==> src/rtl/alu_issue_stage.sv <==
// alu_issue_stage: collects operand A, operand B and (optionally) an opcode
// byte from an 8-bit valid/ready stream. It drives them to an external
// combinational ALU, captures the 9-bit result for one EXEC cycle, and then
// holds that result for a downstream valid/ready handshake. It also counts
// the results accepted downstream.
// Build option: define ALU_ISSUE_OPCODE_EN to enable the opcode byte phase.
// Without it, the opcode is fixed at 3'b000 and LOAD_B goes straight to EXEC.
module alu_issue_stage #(
  parameter int CNT_W = 8
) (
  input  logic             clk,
  input  logic             rst_n,
  input  logic [7:0]       in_byte,
  input  logic             in_byte_valid,
  output logic             out_byte_ready,
  output logic [7:0]       out_a,
  output logic [7:0]       out_b,
  output logic [2:0]       out_opcode,
  input  logic [8:0]       in_alu_result,
  output logic [8:0]       out_result,
  output logic             out_result_valid,
  input  logic             in_result_ready,
  output logic             out_carry,
  output logic             out_zero,
  output logic [CNT_W-1:0] out_count
);

  typedef enum logic [2:0] {
    ST_LOAD_A  = 3'd0,
    ST_LOAD_B  = 3'd1,
`ifdef ALU_ISSUE_OPCODE_EN
    ST_LOAD_OP = 3'd2,
`endif
    ST_EXEC    = 3'd3,
    ST_HOLD    = 3'd4
  } state_t;

  state_t           r_state;
  state_t           w_next;
  logic [7:0]       r_a;
  logic [7:0]       r_b;
  logic [8:0]       r_result;
  logic [CNT_W-1:0] r_count;
  logic             w_byte_ready;
  logic             w_xfer;
  logic             w_res_accept;

  // Loading states are the only ones that accept bytes; HOLD drops ready,
  // so nothing can be accepted on the edge where HOLD exits.
  assign w_byte_ready = (r_state == ST_LOAD_A) || (r_state == ST_LOAD_B)
`ifdef ALU_ISSUE_OPCODE_EN
                        || (r_state == ST_LOAD_OP)
`endif
                        ;
  assign w_xfer       = in_byte_valid && w_byte_ready;
  assign w_res_accept = (r_state == ST_HOLD) && in_result_ready;

  // State register with synchronous active-low reset
  always_ff @(posedge clk) begin
    if (!rst_n) begin
      r_state <= ST_LOAD_A;
    end else begin
      r_state <= w_next;
    end
  end

  // Next-state logic for the load/exec/hold sequence
  always_comb begin
    w_next = r_state;
    case (r_state)
      ST_LOAD_A: if (w_xfer) w_next = ST_LOAD_B;
`ifdef ALU_ISSUE_OPCODE_EN
      ST_LOAD_B:  if (w_xfer) w_next = ST_LOAD_OP;
      ST_LOAD_OP: if (w_xfer) w_next = ST_EXEC;
`else
      ST_LOAD_B:  if (w_xfer) w_next = ST_EXEC;
`endif
      ST_EXEC:   w_next = ST_HOLD;
      ST_HOLD:   if (in_result_ready) w_next = ST_LOAD_A;
      default:   w_next = ST_LOAD_A;
    endcase
  end

  // Operand capture on byte transfers; operands persist until overwritten
  always_ff @(posedge clk) begin
    if (!rst_n) begin
      r_a <= '0;
      r_b <= '0;
    end else if (w_xfer) begin
      if (r_state == ST_LOAD_A) r_a <= in_byte;
      if (r_state == ST_LOAD_B) r_b <= in_byte;
    end
  end

`ifdef ALU_ISSUE_OPCODE_EN
  logic [2:0] r_op;

  // Opcode capture; only the low three bits of the byte are meaningful
  always_ff @(posedge clk) begin
    if (!rst_n) begin
      r_op <= '0;
    end else if (w_xfer && (r_state == ST_LOAD_OP)) begin
      r_op <= in_byte[2:0];
    end
  end

  assign out_opcode = r_op;
`else
  assign out_opcode = 3'b000;
`endif

  // Result capture: sample the ALU during the single EXEC cycle only
  always_ff @(posedge clk) begin
    if (!rst_n) begin
      r_result <= '0;
    end else if (r_state == ST_EXEC) begin
      r_result <= in_alu_result;
    end
  end

  // Completed-result counter; wraps silently at its width
  always_ff @(posedge clk) begin
    if (!rst_n) begin
      r_count <= '0;
    end else if (w_res_accept) begin
      r_count <= r_count + CNT_W'(1);
    end
  end

  assign out_byte_ready   = w_byte_ready;
  assign out_a            = r_a;
  assign out_b            = r_b;
  assign out_result       = r_result;
  assign out_result_valid = (r_state == ST_HOLD);
  assign out_carry        = r_result[8];
  assign out_zero         = (r_result[7:0] == 8'h00);
  assign out_count        = r_count;

endmodule

==> config.mk <==
export PLATFORM = sky130hd
export DESIGN_NAME = alu_issue_stage
export DESIGN_NICKNAME = d
export VERILOG_FILES = /design/src/rtl/alu_issue_stage.sv
export SDC_FILE = /design/constraint.sdc
export NUM_CORES = 1
export LEC_CHECK = 0
export BUFFER_PORTS_ARGS = -buffer_cell sky130_fd_sc_hd__buf_4
export CELL_PAD_IN_SITES_DETAIL_PLACEMENT = 0
export CELL_PAD_IN_SITES_GLOBAL_PLACEMENT = 1
export CORE_MARGIN = 4
export CORE_UTILIZATION = 33
export DETAILED_ROUTE_END_ITERATION = 7
export PLACE_DENSITY = 0.86
export SLEW_MARGIN = 20
export SYNTH_ARGS = -nofsm -noshare
export SYNTH_HDL_FRONTEND = slang
export SYNTH_SLANG_ARGS = --single-unit
==> constraint.sdc <==
create_clock -name clk -period 1.5 [get_ports clk]
set_input_delay 0 -clock clk [delete_from_list [all_inputs] [get_ports clk]]
set_output_delay 0 -clock clk [all_outputs]
set_load 0.03 [all_outputs]
==> results list <==
- Utilization of the core after routing: 54.3%
- Number of global-route vias before repair: 1354
- The filler cells instantiated in the layout total 385.
- RSZ-0062 raised after global routing: false
- Synthesis warning total: 0
- The worst hold path belongs to the class in -> reg.
- The final hold violation count was 0.
- In the final design database the tool counted 255 nets.
- In this run switching power makes up 24.9% of total power.
- The first global-routing pass estimated 5930 um of wire.
- The initial antenna violation count is 0.
- Leakage power total: 0.00102 uW
* Routing usage on met2: 22.9%
- TritonCTS built the clock tree.
* 1st-iter DRT viols: 31
* CTS Sinks: 36
- For this design the ratio of total power to cell area is 905 nW/um^2.
* Arrival time of data at the critical path endpoint: 1.40 ns
* Clock Pin Slew Worst Setup and Hold Paths: 0.07 ns
* Crit path launch type: flip-flop
* Final weighted congestion of routability-driven global placement: 0.720
- Highest achievable clock rate: 716 MHz
- Global routing finished with a remaining overflow of 0.
* Ports: 61
- Number of pins with negative max-slew slack in the final report: 0
- VDD IR-drop max: 455 uV
- By startpoint and endpoint, the worst setup path is classified as reg -> out.
* Total of buffers placed on input and output ports: 57
- The multi-input combinational cells in the finished layout cover a total of 668 um^2.
- Minimum clock period after layout: 1.40 ns
- Syn Inst Count: 153
* Hold_ws: 0.0261 ns
* Length of the first detailed-routing pass in iterations: 4
- In this run, the clock network consumes 34.6% of the power.
* Htree depth: 2
- The flow ran to the end, and the final reports show no timing, DRC or antenna violations.
* DRC violations left: 0
- Number of max-cap violations: 0
* Initial core utilization: 35.0%
- The number of antenna diodes in the final layout is 0.
- Dividing the final minimum period by the clock period gives 93.1%.
- Total core area: 4090 um^2
* Final setup vio count: 0
- The global routing stage identified its most utilized layer as met2.
* Clock skew: 0.00465 ns
* Placement Rows: 23
* Total CTS buffers: 5
- Cell internal power was estimated by the tool at 1510 uW.
* CP endpoint kind: output port
* Register share of total power: 49.8%
* Die area: 5460 um^2
* Relative contribution of combinational cells to total power: 15.6%
- Average cell area after synthesis: 9.36 um^2
- For this run, global-route usage on met3 was measured as 5.61%.
- Total net switching power: 501 uW
- Post-detailed-route count of antenna-violating nets: 0
* Clock latency at the later pin of the worst-skew pair: 0.28 ns
- Floorplan die width: 73.9 um
- Global routing used 16.3% of the available met1 tracks.
- Entering global routing, the biggest net connects 32 pins.
- Library cells used by synthesis: 28
* Area growth syn-to-layout: 55.2%
- The cell area that synthesis handed to floorplanning was 1430 um^2.
* Die height: 73.9 um
- Total Wirelength: 3520 um
* Slack of the worst reg-to-reg path: 0.17 ns
* WL per Instance: 12.4 um
- In this run the clock root is driven by a sky130_fd_sc_hd__clkbuf_8.
* Crit path max fanout: 3
- In the global route stage, overall resource usage came out at 14.0%.
* Buffers from clock root to sink, at most: 2
- FF+latch count, synth: 36
- In the routed layout, each cell is associated on average with a via count of 4.64.
- Detailed placement ended at an HPWL of 2440 um.
- Fraction of final layout cells sized beyond drive strength 1: 32.5%
- The routed layout has 1317 vias.
* Data required time of the critical path: 1.50 ns
- Seq. cell area: 722 um^2
* Sequential cell area fraction in the yosys report: 50.3%
-- repair_timing --
action	CTS	global route
setup buffers	0	0
hold endpoints to repair	28	0
endpoints found under the setup margin	1	6
hold buffers	19	0
gates resized for setup	1	2
-- stage by stage --
| stage | total power, uW | setup TNS, ns | cell area [um^2] | std cells | setup WS (ns) |
|---|---|---|---|---|---|
| final | 2010 | 0 | 2220 | 284 | 0.104 |
| after floorplan | 1180 | 0 | 1440 | 155 | 0.0653 |
| after global placement | 1290 | 0 | 1920 | 257 | 0.0358 |
| after detailed placement | 1290 | -0.00193 | 1920 | 257 | -0.00193 |
| after CTS | 2040 | 0 | 2220 | 284 | 0.0612 |
| after global routing | 2100 | 0 | 2220 | 284 | 0.0264 |
-- synth_stat cells --
| cell type | n | area share [%] |
|---|---|---|
| sky130_fd_sc_hd__dfxtp_1 | 36 | 50 |
| sky130_fd_sc_hd__nor2_1 | 22 | 5.8 |
| sky130_fd_sc_hd__mux2i_1 | 19 | 13 |
| sky130_fd_sc_hd__nand2_1 | 19 | 5.0 |
| sky130_fd_sc_hd__a21oi_1 | 13 | 4.5 |
| sky130_fd_sc_hd__buf_4 | 4 | 2.1 |
| sky130_fd_sc_hd__clkbuf_1 | 4 | 1.0 |
| sky130_fd_sc_hd__inv_1 | 4 | 1.0 |
| sky130_fd_sc_hd__or4_1 | 4 | 2.1 |
| sky130_fd_sc_hd__buf_2 | 3 | 1.0 |
| sky130_fd_sc_hd__nand2b_1 | 3 | 1.3 |
| sky130_fd_sc_hd__o21ai_0 | 3 | 1.0 |
| sky130_fd_sc_hd__nand3_1 | 2 | 0.70 |
| sky130_fd_sc_hd__o31ai_1 | 2 | 1.0 |
| sky130_fd_sc_hd__or3_1 | 2 | 0.87 |
| sky130_fd_sc_hd__and2_1 | 1 | 0.44 |
| sky130_fd_sc_hd__and4bb_2 | 1 | 0.87 |
| sky130_fd_sc_hd__conb_1 | 1 | 0.26 |
| sky130_fd_sc_hd__ha_1 | 1 | 0.87 |
| sky130_fd_sc_hd__nand3b_1 | 1 | 0.52 |
| sky130_fd_sc_hd__nand4bb_1 | 1 | 0.79 |
| sky130_fd_sc_hd__nor3b_1 | 1 | 0.52 |
| sky130_fd_sc_hd__nor4_2 | 1 | 0.87 |
| sky130_fd_sc_hd__nor4b_2 | 1 | 1.0 |
| sky130_fd_sc_hd__o311ai_0 | 1 | 0.61 |
| sky130_fd_sc_hd__o41ai_1 | 1 | 0.61 |
| sky130_fd_sc_hd__or4b_1 | 1 | 0.70 |
| sky130_fd_sc_hd__xor2_1 | 1 | 0.61 |
-- worst max-delay path, stage by stage, from the launching register on --
cell and delay [ns]:
sky130_fd_sc_hd__dfxtp_1 0.32, sky130_fd_sc_hd__or4_1 0.52, sky130_fd_sc_hd__nor2_1 0.11, sky130_fd_sc_hd__buf_4 0.17
-- routing by layer --
metal  wire length (um)  part of all wire [%]  vias to the layer above
met3                326                   9.3                        5
met1               1510                    43                      597
met5                  0                     0                        -
li1                   -                     -                      674
met4                 38                   1.1                        0
met2               1650                    47                       41
-- cells by family after synthesis --
| logic type | Yosys count | share of synthesized area [%] |
|---|---|---|
| DFF | 36 | 50.3 |
| xor gates and xnor gates | 1 | 0.612 |
| other | 1 | 0.262 |
| adders and majority gates | 1 | 0.874 |
| and+or+nand+nor | 60 | 21.5 |
| muxes | 19 | 13.3 |
| AOI/OAI and AO/OA | 20 | 7.87 |
| buffers and inverters | 15 | 5.24 |
-- cell type report --
cell class / instances / area share [%]
multi-input cells: 104 / 30.1
repair buffers: 82 / 29.9
flip-flops and latches: 36 / 32.5
well taps: 50 / 2.82
clock buffers: 8 / 4.06
inverters: 4 / 0.676
-- worst paths after layout --
check / cells past startpoint / start / to
worst min-delay path: 3 / in_result_ready / r_state[2]$_SDFFE_PN0P_
worst max register to register: 3 / r_state[2]$_SDFFE_PN0P_ / out_count[6]$_SDFFE_PN0P_
worst max-delay path: 3 / out_result[6]$_SDFFE_PN0N_ / out_zero
worst min register to register: 2 / out_a[3]$_SDFFE_PN0P_ / out_a[3]$_SDFFE_PN0P_
-- placed cells by master (no fill, tap or decap), drive strengths merged --
cell type / Yosys / layout
o21ai: 3 / 3
o41ai: 1 / 1
nor4: 1 / 1
inv: 4 / 4
nand3: 2 / 2
or3: 2 / 2
xor2: 1 / 1
nand2b: 3 / 3
or4b: 1 / 1
nand2: 19 / 19
conb: 1 / 3
and4bb: 1 / 1
nor4b: 1 / 1
and2: 1 / 1
ha: 1 / 1
clkbuf: 4 / 8
nand3b: 1 / 1
o31ai: 2 / 2
mux2i: 19 / 19
nand4bb: 1 / 1
dlygate4sd3: 0 / 19
buf: 7 / 63
or4: 4 / 4
nor2: 22 / 22
a21oi: 13 / 13
dfxtp: 36 / 36
nor3b: 1 / 1
o311ai: 1 / 1
-- power by group through the flow --
stage	Clock, uW	Sequential [uW]	Combinational (uW)
floorplan	0	1080	103
global placement	0	1020	269
detailed placement	0	1020	270
CTS	731	1000	313
global route	753	1010	339
finish	696	1000	313
-- registers in the layout (all words and copies together) (netlist names) --
signal / count
out_result: 9
out_count: 8
out_a: 8
out_b: 8
r_state: 3
Power figures use the tool's default switching activity.
